`src/rtl/fetch_exec_ctrl.sv`:
```
// fetch_exec_ctrl: multi-cycle FETCH/DECODE/EXEC/MEM/WB sequencer for the AVR-style core.
// Owns the data-memory handshake, halt/error status and the retired-instruction counter.
module fetch_exec_ctrl #(
    parameter int MEM_TIMEOUT = 16,
    parameter int CNT_W       = 16
) (
    input  logic             clk_i,
    input  logic             rst_i,
    input  logic             run_i,
    input  logic [3:0]       I_i,
    input  logic             zero_flag_i,
    input  logic             mem_ready_i,
    output logic             en_fetch_o,
    output logic             en_decode_o,
    output logic             alu_en_o,
    output logic             imm_sel_o,
    output logic             mem_rd_o,
    output logic             mem_wr_o,
    output logic             rf_we_o,
    output logic             pc_inc_o,
    output logic             pc_load_o,
    output logic             halted_o,
    output logic             mem_err_o,
    output logic [2:0]       state_o,
    output logic [CNT_W-1:0] retired_o
);

    localparam int                WAIT_W    = $clog2(MEM_TIMEOUT + 1);
    localparam logic [WAIT_W-1:0] WAIT_LAST = WAIT_W'(MEM_TIMEOUT - 1);

    typedef enum logic [2:0] {
        S_IDLE   = 3'd0,
        S_FETCH  = 3'd1,
        S_DECODE = 3'd2,
        S_EXEC   = 3'd3,
        S_MEM    = 3'd4,
        S_WB     = 3'd5,
        S_HALT   = 3'd6
    } state_e;

    state_e            state_q, state_d;
    logic [3:0]        op_q, op_d;
    logic [WAIT_W-1:0] wait_q, wait_d;
    logic [CNT_W-1:0]  retired_q, retired_d;
    logic              err_q, err_d;
    logic              retire;

    logic is_nop, is_alu, is_imm, is_ld, is_st, is_jmp, is_brz, is_hlt;

    assign is_nop = (op_q == 4'b0000);
    assign is_alu = op_q inside {4'b0001, 4'b0010, 4'b0100, 4'b0101};
    assign is_imm = op_q inside {4'b0011, 4'b0110, 4'b0111, 4'b1000, 4'b1110};
    assign is_ld  = (op_q == 4'b1001);
    assign is_st  = (op_q == 4'b1011);
    assign is_jmp = (op_q == 4'b1100);
    assign is_brz = (op_q == 4'b1101);
    assign is_hlt = (op_q == 4'b1111);

    always_comb begin
        state_d   = state_q;
        op_d      = op_q;
        wait_d    = wait_q;
        retired_d = retired_q;
        err_d     = err_q;
        retire    = 1'b0;
        case (state_q)
            S_IDLE:   if (run_i) state_d = S_FETCH;
            S_FETCH: begin
                op_d    = I_i;
                state_d = S_DECODE;
            end
            S_DECODE: begin
                if (is_nop) begin
                    retire = 1'b1;
                end else if (is_ld || is_st) begin
                    wait_d  = '0;
                    state_d = S_MEM;
                end else if (is_hlt) begin
                    retired_d = retired_q + CNT_W'(1);
                    state_d   = S_HALT;
                end else begin
                    state_d = S_EXEC;
                end
            end
            S_EXEC: begin
                if (is_alu || is_imm) state_d = S_WB;
                else                  retire  = 1'b1;
            end
            // A ready on the timeout edge still completes the access.
            S_MEM: begin
                if (mem_ready_i) begin
                    if (is_ld) state_d = S_WB;
                    else       retire  = 1'b1;
                end else if (wait_q == WAIT_LAST) begin
                    err_d   = 1'b1;
                    state_d = S_HALT;
                end else begin
                    wait_d = wait_q + WAIT_W'(1);
                end
            end
            S_WB:     retire  = 1'b1;
            S_HALT:   state_d = S_HALT;
            default:  state_d = S_IDLE;
        endcase
        // run is only consulted at an instruction boundary.
        if (retire) begin
            retired_d = retired_q + CNT_W'(1);
            state_d   = run_i ? S_FETCH : S_IDLE;
        end
    end

    always_ff @(posedge clk_i or posedge rst_i) begin
        if (rst_i) begin
            state_q   <= S_IDLE;
            op_q      <= '0;
            wait_q    <= '0;
            retired_q <= '0;
            err_q     <= 1'b0;
        end else begin
            state_q   <= state_d;
            op_q      <= op_d;
            wait_q    <= wait_d;
            retired_q <= retired_d;
            err_q     <= err_d;
        end
    end

    assign en_fetch_o  = (state_q == S_FETCH);
    assign pc_inc_o    = (state_q == S_FETCH);
    assign en_decode_o = (state_q == S_DECODE);
    assign alu_en_o    = (state_q == S_EXEC);
    assign imm_sel_o   = ((state_q == S_EXEC) || (state_q == S_WB)) && is_imm;
    assign mem_rd_o    = (state_q == S_MEM) && is_ld;
    assign mem_wr_o    = (state_q == S_MEM) && is_st;
    assign rf_we_o     = (state_q == S_WB);
    assign pc_load_o   = (state_q == S_EXEC) && (is_jmp || (is_brz && zero_flag_i));
    assign halted_o    = (state_q == S_HALT);
    assign mem_err_o   = err_q;
    assign state_o     = state_q;
    assign retired_o   = retired_q;

endmodule

```
`config.mk`:
```
export PLATFORM = sky130hd
export DESIGN_NAME = fetch_exec_ctrl
export DESIGN_NICKNAME = d
export VERILOG_FILES = /design/src/rtl/fetch_exec_ctrl.sv
export SDC_FILE = /design/constraint.sdc
export NUM_CORES = 1
export LEC_CHECK = 0
export BUFFER_PORTS_ARGS = -buffer_cell sky130_fd_sc_hd__buf_2
export CAP_MARGIN = 20
export CORE_ASPECT_RATIO = 0.5
export CORE_MARGIN = 2
export CORE_UTILIZATION = 30
export CTS_CLUSTER_DIAMETER = 60
export DETAILED_ROUTE_END_ITERATION = 7
export SLEW_MARGIN = 20
export SYNTH_ARGS = -nofsm -noshare
export SYNTH_HDL_FRONTEND = slang
export SYNTH_SLANG_ARGS = --single-unit
```
`constraint.sdc`:
```
create_clock -name clk_i -period 4.8 [get_ports clk_i]
set_clock_uncertainty 0.2 [all_clocks]
set_input_delay 0.48 -clock clk_i [delete_from_list [all_inputs] [get_ports clk_i]]
set_output_delay 0.48 -clock clk_i [all_outputs]
set_load 0.01 [all_outputs]
```
== Word-level counts from Yosys, hierarchy flattened ==
Index checks and enable logic that the tools add are counted.
Cells by class
  add/sub/neg operators: 2
  multiply operators: 0
  divide/modulo/power cells: 0
  $lt $le $gt $ge: 0
  eq/ne operators: 33
  shift operators: 0
  mux-type cells: 26
  bitwise logic cells: 1
  reduce and logical (&&, ||, !) cells: 20
Operators with widths (count)
  $mux 16: 5
  $eq 4x4->1 const B: 7
  $mux 3: 9
  $pmux 3 s7: 1
  $mux 5: 4
  $add 16x1->16 const B: 1
  $eq 4x3->1 const B: 4
  $ne 2x2->1 const B: 5
  $pmux 5 s2: 1
  $eq 3x3->1 const B: 3
  $eq 4x2->1 const B: 2
  $ne 4x4->1 const B: 2
  $eq 3x2->1 const B: 2
  $ne 3x3->1 const B: 2
  $reduce_and 6->1: 1
  $reduce_bool 2->1: 3
  $add 5x1->5 const B: 1
  $eq 5x4->1 const B: 1
  $logic_and 1x1->1: 5
  $mux 1: 5
  $reduce_and 5->1: 1
  $reduce_bool 5->1: 1
  $eq 4x1->1 const B: 1
  $logic_not 4->1: 1
  other kinds (10): 14
Word-level totals
  register bits: 29
  bits in latches: 0
  bits in writable memories: 0
  ROM bits: 0
  bits of input ports: 9
  output and inout bits: 30
  logic and storage cells: 87
  memories: 0

== Logic depth before layout (Yosys ltp) ==
Gate-level depths: netlist (run 1).
  word-level depth: 7
  mapped depth: 8
  mapped depth without buffers: 8

== Least setup slack after synthesis (run 1) ==
Ideal clock, no wire load.
  path type: register to output
  start: register state_q[1], in the netlist state_o[1]
  end: output mem_wr_o
  data arrival time: 1.531 ns
  required time: 4.120 ns
  setup slack: 2.589 ns
  cell stages (with the launch flop): 5
  buffers on the path: 2
  cells stage by stage: dfrtp_1 > clkbuf_1 > or3b_1 > clkbuf_1 > nor4b_1
On the way
  longest elaborated chain between the ends: 2
RTL lines
  start, declared: RTL line 41  | state_e state_q, state_d;
  start signal, assigned: RTL line 120  | state_q <= state_d;
  $eq 3x3->1: RTL line 134  | assign mem_wr_o = (state_q == S_MEM) && is_st;
  $logic_and 1x1->1: RTL line 134
  end, declared: RTL line 18  | output logic mem_wr_o,
Every way passes these cells.

== Final worst setup path (run 1) ==
  start: register state_q[0], in the netlist state_o[0]
  end: output mem_wr_o
Same word-level chain as after synthesis.

==> report_table.html, run 1 <==
<table>
<tr><th>Metric</th><th>Value</th></tr>
<tr><th colspan="2">Status</th></tr>
<tr><td>Result of the run</td><td>completed</td></tr>
<tr><th colspan="2">Drt</th></tr>
<tr><td>Top layer used by detailed routing</td><td>met4</td></tr>
<tr><td>Aggregate routed wire length</td><td>3588 um</td></tr>
<tr><td>Detail Route met3 WL</td><td>145 um</td></tr>
<tr><td>Post-DR wirelength/cell</td><td>12.81 um</td></tr>
<tr><td>Met2 wire length</td><td>1696 um</td></tr>
<tr><td>Number of optimization iterations in the first detailed-route pass</td><td>4</td></tr>
<tr><td>Via count</td><td>1307</td></tr>
<tr><td>Post-route DRC</td><td>0</td></tr>
<tr><td>Wl on met1</td><td>1716 um</td></tr>
<tr><td>Drt first-iter violations</td><td>37</td></tr>
<tr><td>Final antenna-violating net count</td><td>0</td></tr>
<tr><td>Avg Vias per Cell</td><td>4.668</td></tr>
<tr><th colspan="2">Die</th></tr>
<tr><td>Die width</td><td>110.1 um</td></tr>
<tr><td>Die extent in y</td><td>57.04 um</td></tr>
<tr><td>Count of boundary I/O pins</td><td>39</td></tr>
<tr><td>Core area</td><td>5444 um2</td></tr>
<tr><td>Overall die area</td><td>6279 um2</td></tr>
<tr><td>Num rows</td><td>19</td></tr>
<tr><td>Starting density of the core</td><td>31.00%</td></tr>
<tr><th colspan="2">Cells and area</th></tr>
<tr><td>Fraction of layout cells with a size suffix above 1</td><td>31.40%</td></tr>
<tr><td>P&amp;R area growth vs syn</td><td>19.94%</td></tr>
<tr><td>Final Net Count</td><td>219</td></tr>
<tr><td>N_diodes</td><td>0</td></tr>
<tr><td>Final Cell Area</td><td>2024 um2</td></tr>
<tr><th colspan="2">Global routing</th></tr>
<tr><td>Maximum number of pins on one net before global-route repair</td><td>17</td></tr>
<tr><td>Total track usage</td><td>12.41%</td></tr>
<tr><td>Number of global-route vias before repair</td><td>1318</td></tr>
<tr><td>Antenna violations before repair</td><td>0</td></tr>
<tr><td>First-pass GRT wire length</td><td>6072 um</td></tr>
<tr><td>Global route total overflow</td><td>0</td></tr>
<tr><th colspan="2">Logic synthesis</th></tr>
<tr><td>Sequential cell area fraction in the yosys report</td><td>42.99%</td></tr>
<tr><td>Synthesized area per cell</td><td>9.987 um2</td></tr>
<tr><td>Number of flops mapped to enable cells by yosys</td><td>0</td></tr>
<tr><td>Syn Inst Count</td><td>169</td></tr>
<tr><td>Post-Synthesis Cell Area</td><td>1688 um2</td></tr>
<tr><td>Most instantiated flip-flop cell in the synthesis netlist</td><td>dfrtp_1</td></tr>
<tr><td>Register bit total from synthesis</td><td>29</td></tr>
<tr><td>Warnings from Yosys</td><td>0</td></tr>
<tr><td>Share of async-settable or async-resettable flops after synthesis</td><td>100.0%</td></tr>
<tr><td>Nets in the synthesized netlist</td><td>182</td></tr>
<tr><td>Count of distinct cell types in the synthesized netlist</td><td>44</td></tr>
<tr><th colspan="2">Timing</th></tr>
<tr><td>Hold violation total from the final report</td><td>0</td></tr>
<tr><td>Worst Setup Slack, final</td><td>2.323 ns</td></tr>
<tr><td>Share of the clock period used by the worst path</td><td>51.60%</td></tr>
<tr><td>Worst hold margin</td><td>0.06728 ns</td></tr>
<tr><td>Tmin final</td><td>2.477 ns</td></tr>
<tr><td>Setup tns final</td><td>0 ns</td></tr>
<tr><td>Maximum clock frequency</td><td>0.4038 GHz</td></tr>
<tr><td>Worst Max-Slew Pin Slew</td><td>0.6058 ns</td></tr>
<tr><td>Max Transition Viols Final</td><td>0</td></tr>
<tr><td>Final setup fails</td><td>0</td></tr>
<tr><td>RSZ-0062 raised after global routing</td><td>false</td></tr>
<tr><td>Worst rel slew slack</td><td>59.57%</td></tr>
<tr><th colspan="2">Power and ir drop</th></tr>
<tr><td>Total power density per cell area</td><td>505.6 nW/um2</td></tr>
<tr><td>Worst VDD drop</td><td>0.1475 mV</td></tr>
<tr><td>Static leakage</td><td>1.003 nW</td></tr>
<tr><td>Pwr Total</td><td>1.024 mW</td></tr>
<tr><th colspan="2">Clock tree</th></tr>
<tr><td>TritonCTS Buffers</td><td>5</td></tr>
<tr><td>Number of gates resized after CTS</td><td>0</td></tr>
<tr><td>Cell chosen for the clock root</td><td>clkbuf_8</td></tr>
<tr><td>Total of hold buffers inserted after clock tree synthesis</td><td>0</td></tr>
<tr><td>Number of buffers inserted to repair setup after CTS</td><td>0</td></tr>
<tr><td>Maximum level of the CTS H-tree</td><td>2</td></tr>
<tr><td>Worst-path clk slew</td><td>0.06 ns</td></tr>
<tr><td>Skew-Pair Late Insertion Delay</td><td>0.27 ns</td></tr>
<tr><td>Clk buf depth</td><td>2</td></tr>
<tr><td>CTS tree</td><td>yes</td></tr>
<tr><td>Sinks on the clock net</td><td>29</td></tr>
<tr><th colspan="2">Critical path</th></tr>
<tr><td>Crit path max fanout</td><td>13</td></tr>
<tr><td>Type of the setup path with the least slack</td><td>reg -&gt; out</td></tr>
<tr><td>Critical path endpoint category</td><td>primary output</td></tr>
<tr><td>Nature of the critical path startpoint</td><td>register</td></tr>
<tr><td>Signal arrival time at the worst endpoint</td><td>1.80 ns</td></tr>
<tr><td>Endpoint required time on the critical path</td><td>4.12 ns</td></tr>
<tr><th colspan="2">Hold path</th></tr>
<tr><td>Worst min path class</td><td>in -&gt; async</td></tr>
<tr><th colspan="2">Job</th></tr>
<tr><td>Maxcap violations</td><td>0</td></tr>
<tr><th colspan="2">Placed design</th></tr>
<tr><td>Half-perimeter wire length of the detailed placement result</td><td>2731 um</td></tr>
<tr><td>Count of input and output buffers</td><td>38</td></tr>
<tr><td>Global placer's final weighted congestion</td><td>0.8749</td></tr>
<tr><td>Pre-CTS WS</td><td>2.442 ns</td></tr>
<tr><td>Cell area after placement</td><td>1923 um2</td></tr>
</table>
==> registers in the layout, summed over array words and instances, names as in the netlist <==
name and cells:
mem_err_o 1, wait_q 5, op_q 4, retired_o 16
state_o 3
==> Yosys cell counts (3+ instances only) <==
master | n | area, um2
mux2_2 | 5 | 56.30
o21ai_0 | 8 | 40.04
inv_1 | 10 | 37.54
xnor2_1 | 14 | 122.6
dfrtp_1 | 29 | 725.7
ha_1 | 4 | 50.05
nor2b_1 | 3 | 18.77
nor3_1 | 4 | 20.02
clkbuf_1 | 4 | 15.01
a21oi_1 | 5 | 25.02
and3_1 | 6 | 37.54
nand2_1 | 15 | 56.30
mux2i_1 | 3 | 30.03
nand4_1 | 11 | 68.82
buf_6 | 3 | 33.78
nor2_1 | 11 | 41.29
==> report_power, final <==
part | switching, mW | internal (mW) | total (mW)
combinational | 0.217 | 0.192 | 0.409
clock | 0.0862 | 0.129 | 0.215
sequential | 0.0964 | 0.303 | 0.399
==> worst max-delay path: stages, from the launching register on <==
cell and delay, ns:
dfrtp_1 0.50, or3b_1 0.55, nor4b_1 0.29, buf_2 0.19
==> worst paths after layout <==
check                      depth (start not counted)  slack (ns)       start            to
max                                                3        2.32  state_o[0]      mem_wr_o
min                                                2        0.07       rst_i     mem_err_o
max reg2reg                                        5        2.42  state_o[1]  retired_o[1]
min reg2reg                                        1        0.27   mem_err_o     mem_err_o
max in group asynchronous                          3        3.81       rst_i     wait_q[2]
min in group clk_i                                 3        0.21      I_i[3]       op_q[3]
==> cell type report <==
class | instances | area [um2]
Tap cell | 73 | 91.34
Multi-Input combinational cell | 121 | 863.3
Timing Repair Buffer | 39 | 205.2
Sequential cell | 29 | 725.7
Clock buffer | 7 | 96.34
Inverter | 10 | 37.54
Fill cell | 555 | 3420
Clock inverter | 1 | 5.005
==> cells by family (layout without fill, tap and decap cells) <==
family,Yosys count,after routing,share of synthesized area [%]
buffers and inverters,19,57,5.856
multiplexers,9,9,6.004
AO/OA/AOI/OAI,24,24,10.23
adder cells (fa/ha/maj),4,4,2.965
AND/OR/NAND/NOR,68,68,23.65
XOR/XNOR,16,16,8.303
flip-flops,29,29,43.00
==> layer usage <==
layer / up-vias / track usage (%)
met2: 15 / 20.33
met3: 2 / 3.429
met1: 625 / 15.68
met4: 0 / 4.882
li1: 665 / -
met5: - / 0
==> stage by stage <==
step | util (%) | std cells
6_report | 37.19 | 280
5_1_grt | 37.19 | 280
4_1_cts | 37.19 | 280
3_3_place_gp | 35.05 | 271
2_1_floorplan | - | 169
3_5_place_dp | 35.33 | 272
==> placed cells by master, fill, tap and decap left out, types with 2 or more instances in the layout <==
cell type / count
nor3_1: 4
xnor2_1: 14
and3_1: 6
buf_2: 38
ha_1: 4
xor2_1: 2
nand2_1: 15
mux2_2: 5
mux2i_1: 3
dfrtp_1: 29
nor2b_1: 3
or3_1: 2
or2_2: 2
inv_1: 10
o21ai_0: 8
nand3_1: 2
nand3b_1: 2
nor2_1: 11
nand4_1: 11
a21oi_1: 5
clkbuf_8: 7
a21o_1: 2
(Power assumes the default switching activity.)
==> run 2, diff against run 1 <==
ABC_AREA = 1   (was unset)
clock period = 2 ns   (was 4.8 ns; I/O delays follow)
==> run 2 against run 1 <==
Final cell count increased by 45%. Sequential share of layout area decreased by 7.7 points. Critical path depth increased by 4. Critical path type unchanged. Highest routed layer unchanged. Global-route usage increased by 0.57 points. Sequential power increased by 120%. Via count increased by 40%. Critical endpoint is now pc_load_o.
==> report_table.html, run 2 <==
<table>
<tr><th>Metric</th><th>Value</th></tr>
<tr><th colspan="2">Status</th></tr>
<tr><td>Result of the run</td><td>completed</td></tr>
<tr><th colspan="2">Logic synthesis</th></tr>
<tr><td>Register bit total from synthesis</td><td>29 (unchanged)</td></tr>
<tr><td>Count of distinct cell types in the synthesized netlist</td><td>30 (-32%)</td></tr>
<tr><td>Share of async-settable or async-resettable flops after synthesis</td><td>100.0% (unchanged)</td></tr>
<tr><td>Warnings from Yosys</td><td>0 (unchanged)</td></tr>
<tr><td>Synthesized area per cell</td><td>7.931 um2 (-21%)</td></tr>
<tr><td>Most instantiated cells after synthesis</td><td>54 x nand2_1, 34 x inv_1, 29 x dfrtp_1, 23 x nand3_1, 17 x nor2_1</td></tr>
<tr><td>Sequential cell area fraction in the yosys report</td><td>35.60% (-7.4 points)</td></tr>
<tr><td>Number of flops mapped to enable cells by yosys</td><td>0 (unchanged)</td></tr>
<tr><td>Cell taking the most area after synthesis</td><td>dfrtp_1</td></tr>
<tr><td>Most instantiated flip-flop cell in the synthesis netlist</td><td>dfrtp_1</td></tr>
<tr><td>Cell with the most instances after synthesis</td><td>nand2_1</td></tr>
<tr><td>Nets in the synthesized netlist</td><td>270 (+48%)</td></tr>
<tr><td>Post-Synthesis Cell Area</td><td>2038 um2 (+21%)</td></tr>
<tr><td>Syn Inst Count</td><td>257 (+52%)</td></tr>
<tr><td>Post-synth top area share</td><td>35.60% (-7.4 points)</td></tr>
<tr><td>Area contributors post-synth</td><td>dfrtp_1 36%, nand2_1 9.9%, inv_1 6.3%, nand3_1 5.6%, xor2_1 5.6%</td></tr>
<tr><th colspan="2">Critical path</th></tr>
<tr><td>Cell at the slowest stage of the critical path</td><td>dfrtp_2</td></tr>
<tr><td>Delay of the slowest critical-path stage</td><td>0.45 ns (-0.10 ns)</td></tr>
<tr><td>Capture point of the worst reg-to-reg path</td><td>state_o[1]</td></tr>
<tr><td>Chain of cells forming the critical path</td><td>inv_4 -&gt; nand2_4 -&gt; nor2_2 -&gt; buf_4 -&gt; inv_1 -&gt; nor4_2 -&gt; buf_2</td></tr>
<tr><td>Nature of the critical path startpoint</td><td>register</td></tr>
<tr><td>Critical path endpoint category</td><td>primary output</td></tr>
<tr><td>Type of the setup path with the least slack</td><td>reg -&gt; out</td></tr>
<tr><td>Crit path max fanout</td><td>5 (-8)</td></tr>
<tr><td>Register-to-Register Setup Slack</td><td>0.15 ns (-2.27 ns)</td></tr>
<tr><td>Signal arrival time at the worst endpoint</td><td>1.50 ns (-0.30 ns)</td></tr>
<tr><td>Reg-to-reg startpoint</td><td>wait_q[0]</td></tr>
<tr><td>Endpoint required time on the critical path</td><td>1.60 ns (-2.52 ns)</td></tr>
<tr><td>Depth of the worst register-to-register path</td><td>10 (+5)</td></tr>
<tr><th colspan="2">Power and ir drop</th></tr>
<tr><td>Static leakage</td><td>1.351 nW (+35%)</td></tr>
<tr><td>Total power density per cell area</td><td>1098 nW/um2 (+120%)</td></tr>
<tr><td>Worst VDD drop</td><td>0.3224 mV (+120%)</td></tr>
<tr><th colspan="2">Die</th></tr>
<tr><td>Overall die area</td><td>7509 um2 (+20%)</td></tr>
<tr><td>Core area</td><td>6621 um2 (+22%)</td></tr>
<tr><td>Count of boundary I/O pins</td><td>39 (unchanged)</td></tr>
<tr><td>Num rows</td><td>21 (+2)</td></tr>
<tr><td>Die width</td><td>120.6 um (+9.5%)</td></tr>
<tr><td>Starting density of the core</td><td>30.78% (-0.22 points)</td></tr>
<tr><td>Die extent in y</td><td>62.29 um (+9.2%)</td></tr>
<tr><th colspan="2">Placed design</th></tr>
<tr><td>Global placer's final weighted congestion</td><td>0.8291 (-5.2%)</td></tr>
<tr><td>Half-perimeter wire length of the detailed placement result</td><td>3556 um (+30%)</td></tr>
<tr><td>Count of input and output buffers</td><td>38 (unchanged)</td></tr>
<tr><td>Cell area after placement</td><td>2333 um2 (+21%)</td></tr>
<tr><th colspan="2">Cells and area</th></tr>
<tr><td>Highest-count cells in the layout ignoring fill and taps</td><td>54 x nand2_1, 38 x buf_2, 34 x inv_1</td></tr>
<tr><td>Most common library cell in the layout ignoring fill and taps</td><td>nand2_1</td></tr>
<tr><td>Final Cell Area</td><td>2589 um2 (+28%)</td></tr>
<tr><td>Final Net Count</td><td>325 (+48%)</td></tr>
<tr><td>Number of flip-flops in the largest register</td><td>16 (unchanged)</td></tr>
<tr><td>N_diodes</td><td>0 (unchanged)</td></tr>
<tr><td>Fraction of layout cells with a size suffix above 1</td><td>33.55% (+2.1 points)</td></tr>
<tr><td>P&amp;R area growth vs syn</td><td>27.01%</td></tr>
<tr><th colspan="2">Global routing</th></tr>
<tr><td>Maximum number of pins on one net before global-route repair</td><td>30 (+13)</td></tr>
<tr><td>Global route total overflow</td><td>0 (unchanged)</td></tr>
<tr><td>First-pass GRT wire length</td><td>7790 um (+28%)</td></tr>
<tr><td>Number of global-route vias before repair</td><td>1745 (+32%)</td></tr>
<tr><td>Total track usage</td><td>12.98% (+0.57 points)</td></tr>
<tr><td>Antenna violations before repair</td><td>0 (unchanged)</td></tr>
<tr><th colspan="2">Drt</th></tr>
<tr><td>Avg Vias per Cell</td><td>4.523 (-3.1%)</td></tr>
<tr><td>Post-route DRC</td><td>0 (unchanged)</td></tr>
<tr><td>Aggregate routed wire length</td><td>4827 um (+35%)</td></tr>
<tr><td>Final antenna-violating net count</td><td>0 (unchanged)</td></tr>
<tr><td>Via count</td><td>1832 (+40%)</td></tr>
<tr><td>Number of optimization iterations in the first detailed-route pass</td><td>4 (unchanged)</td></tr>
<tr><td>Drt first-iter violations</td><td>100 (+170%)</td></tr>
<tr><td>Post-DR wirelength/cell</td><td>11.92 um (-7.0%)</td></tr>
<tr><th colspan="2">Timing</th></tr>
<tr><td>Maximum clock frequency</td><td>0.5273 GHz</td></tr>
<tr><td>Tmin final</td><td>1.896 ns</td></tr>
<tr><td>Max Transition Viols Final</td><td>0 (unchanged)</td></tr>
<tr><td>Worst rel slew slack</td><td>67.23% (+7.7 points)</td></tr>
<tr><td>Hold violation total from the final report</td><td>0 (unchanged)</td></tr>
<tr><td>Share of the clock period used by the worst path</td><td>94.82%</td></tr>
<tr><td>RSZ-0062 raised after global routing</td><td>false</td></tr>
<tr><td>Setup tns final</td><td>0 ns (unchanged)</td></tr>
<tr><td>Final setup fails</td><td>0 (unchanged)</td></tr>
<tr><td>Worst Max-Slew Pin Slew</td><td>0.4871 ns (-0.1187 ns)</td></tr>
<tr><th colspan="2">Clock tree</th></tr>
<tr><td>Clk buf depth</td><td>2 (unchanged)</td></tr>
<tr><td>CTS tree</td><td>yes</td></tr>
<tr><td>TritonCTS Buffers</td><td>5 (unchanged)</td></tr>
<tr><td>Cell chosen for the clock root</td><td>clkbuf_16</td></tr>
<tr><td>Skew-Pair Late Insertion Delay</td><td>0.28 ns (about the same)</td></tr>
<tr><td>Worst-path clk slew</td><td>0.05 ns (about the same)</td></tr>
<tr><td>Sinks on the clock net</td><td>29 (unchanged)</td></tr>
<tr><td>Maximum level of the CTS H-tree</td><td>2 (unchanged)</td></tr>
<tr><th colspan="2">Job</th></tr>
<tr><td>Maxcap violations</td><td>0 (unchanged)</td></tr>
<tr><th colspan="2">Hold path</th></tr>
<tr><td>Worst min path class</td><td>in -&gt; reg</td></tr>
<tr><td>Worst hold path startpoint</td><td>run_i</td></tr>
<tr><td>Worst Hold Depth</td><td>5</td></tr>
<tr><td>WHS Endpoint</td><td>state_o[0]</td></tr>
</table>
run 2: cell families after synthesis:
| kind of cell | synth area share [%] |
|---|---|
| and+or+nand+nor | 36.16 |
| xor gates and xnor gates | 5.586 |
| DFF | 35.60 |
| adders and majority gates | 2.456 |
| AOI/OAI and AO/OA | 9.884 |
| buffers and inverters | 10.31 |
run 2: area by class of cell:
cell class,count,area [um2]
well taps,92,115.1
clock inverters,3,17.52
multi-input cells,184,1142
flip-flops and latches,29,728.2
fillers,701,4033
clock buffers,5,125.1
repair buffers,50,295.3
inverters,42,165.2
run 2: power by group:
| group | switching, mW | internal [mW] |
|---|---|---|
| clock network | 0.283 | 0.456 |
| registers | 0.148 | 0.713 |
| logic | 0.808 | 0.434 |
run 2: stage by stage:
| stage | setup WS [ns] | util [%] | total power, mW | hold slack (ns) | instances |
|---|---|---|---|---|---|
| after floorplan | 0.2044 | - | 1.761 | 0.07811 | 257 |
| after global placement | 0.1089 | 35.24 | 2.000 | 0.09865 | 389 |
| after detailed placement | 0.06397 | 35.24 | 2.039 | 0.1022 | 389 |
| after CTS | 0.02692 | 38.34 | 2.801 | 0.04168 | 403 |
| after global routing | 0.01195 | 39.10 | 3.049 | 0.07842 | 405 |
| final | 0.1037 | 39.10 | 2.842 | 0.03728 | 405 |
run 2: critical path, delay by kind of cell (launching register included):
kind	cells	cell delay, ns
buf+inv	4	0.46
flops	1	0.45
simple gates	3	0.31
run 2: how the worst max path moves through the flow:
| stage | slack (ns) | end | from | depth (start not counted) |
|---|---|---|---|---|
| after global routing | 0.01 | pc_load_o | state_o[2] | 7 |
| after CTS | 0.03 | pc_load_o | state_o[2] | 7 |
| after detailed placement | 0.06 | retired_o[2] | state_o[1] | 9 |
| after floorplan | 0.20 | retired_o[9] | state_o[0] | 11 |
| final | 0.10 | pc_load_o | state_o[2] | 7 |
| after global placement | 0.11 | retired_o[12] | state_o[1] | 9 |
run 2: repair_timing:
| action | CTS | global route |
|---|---|---|
| hold buffers | 6 | 0 |
| cloned | 0 | 1 |
| buffers inserted | 0 | 1 |
| endpoints found under the hold margin | 34 | 0 |
| setup endpoints to repair | 1 | 12 |
| pin swaps | 0 | 1 |
| gates resized for setup | 2 | 7 |
run 2: routing by layer:
layer  vias to the layer above  global-route usage [%]  share of wire [%]
met1                       846                   15.95                 46
met4                         0                   5.523                1.5
met2                        42                   21.82                 48
met5                         -                       0                  0
li1                        934                       -                  -
met3                        10                   3.125                4.8
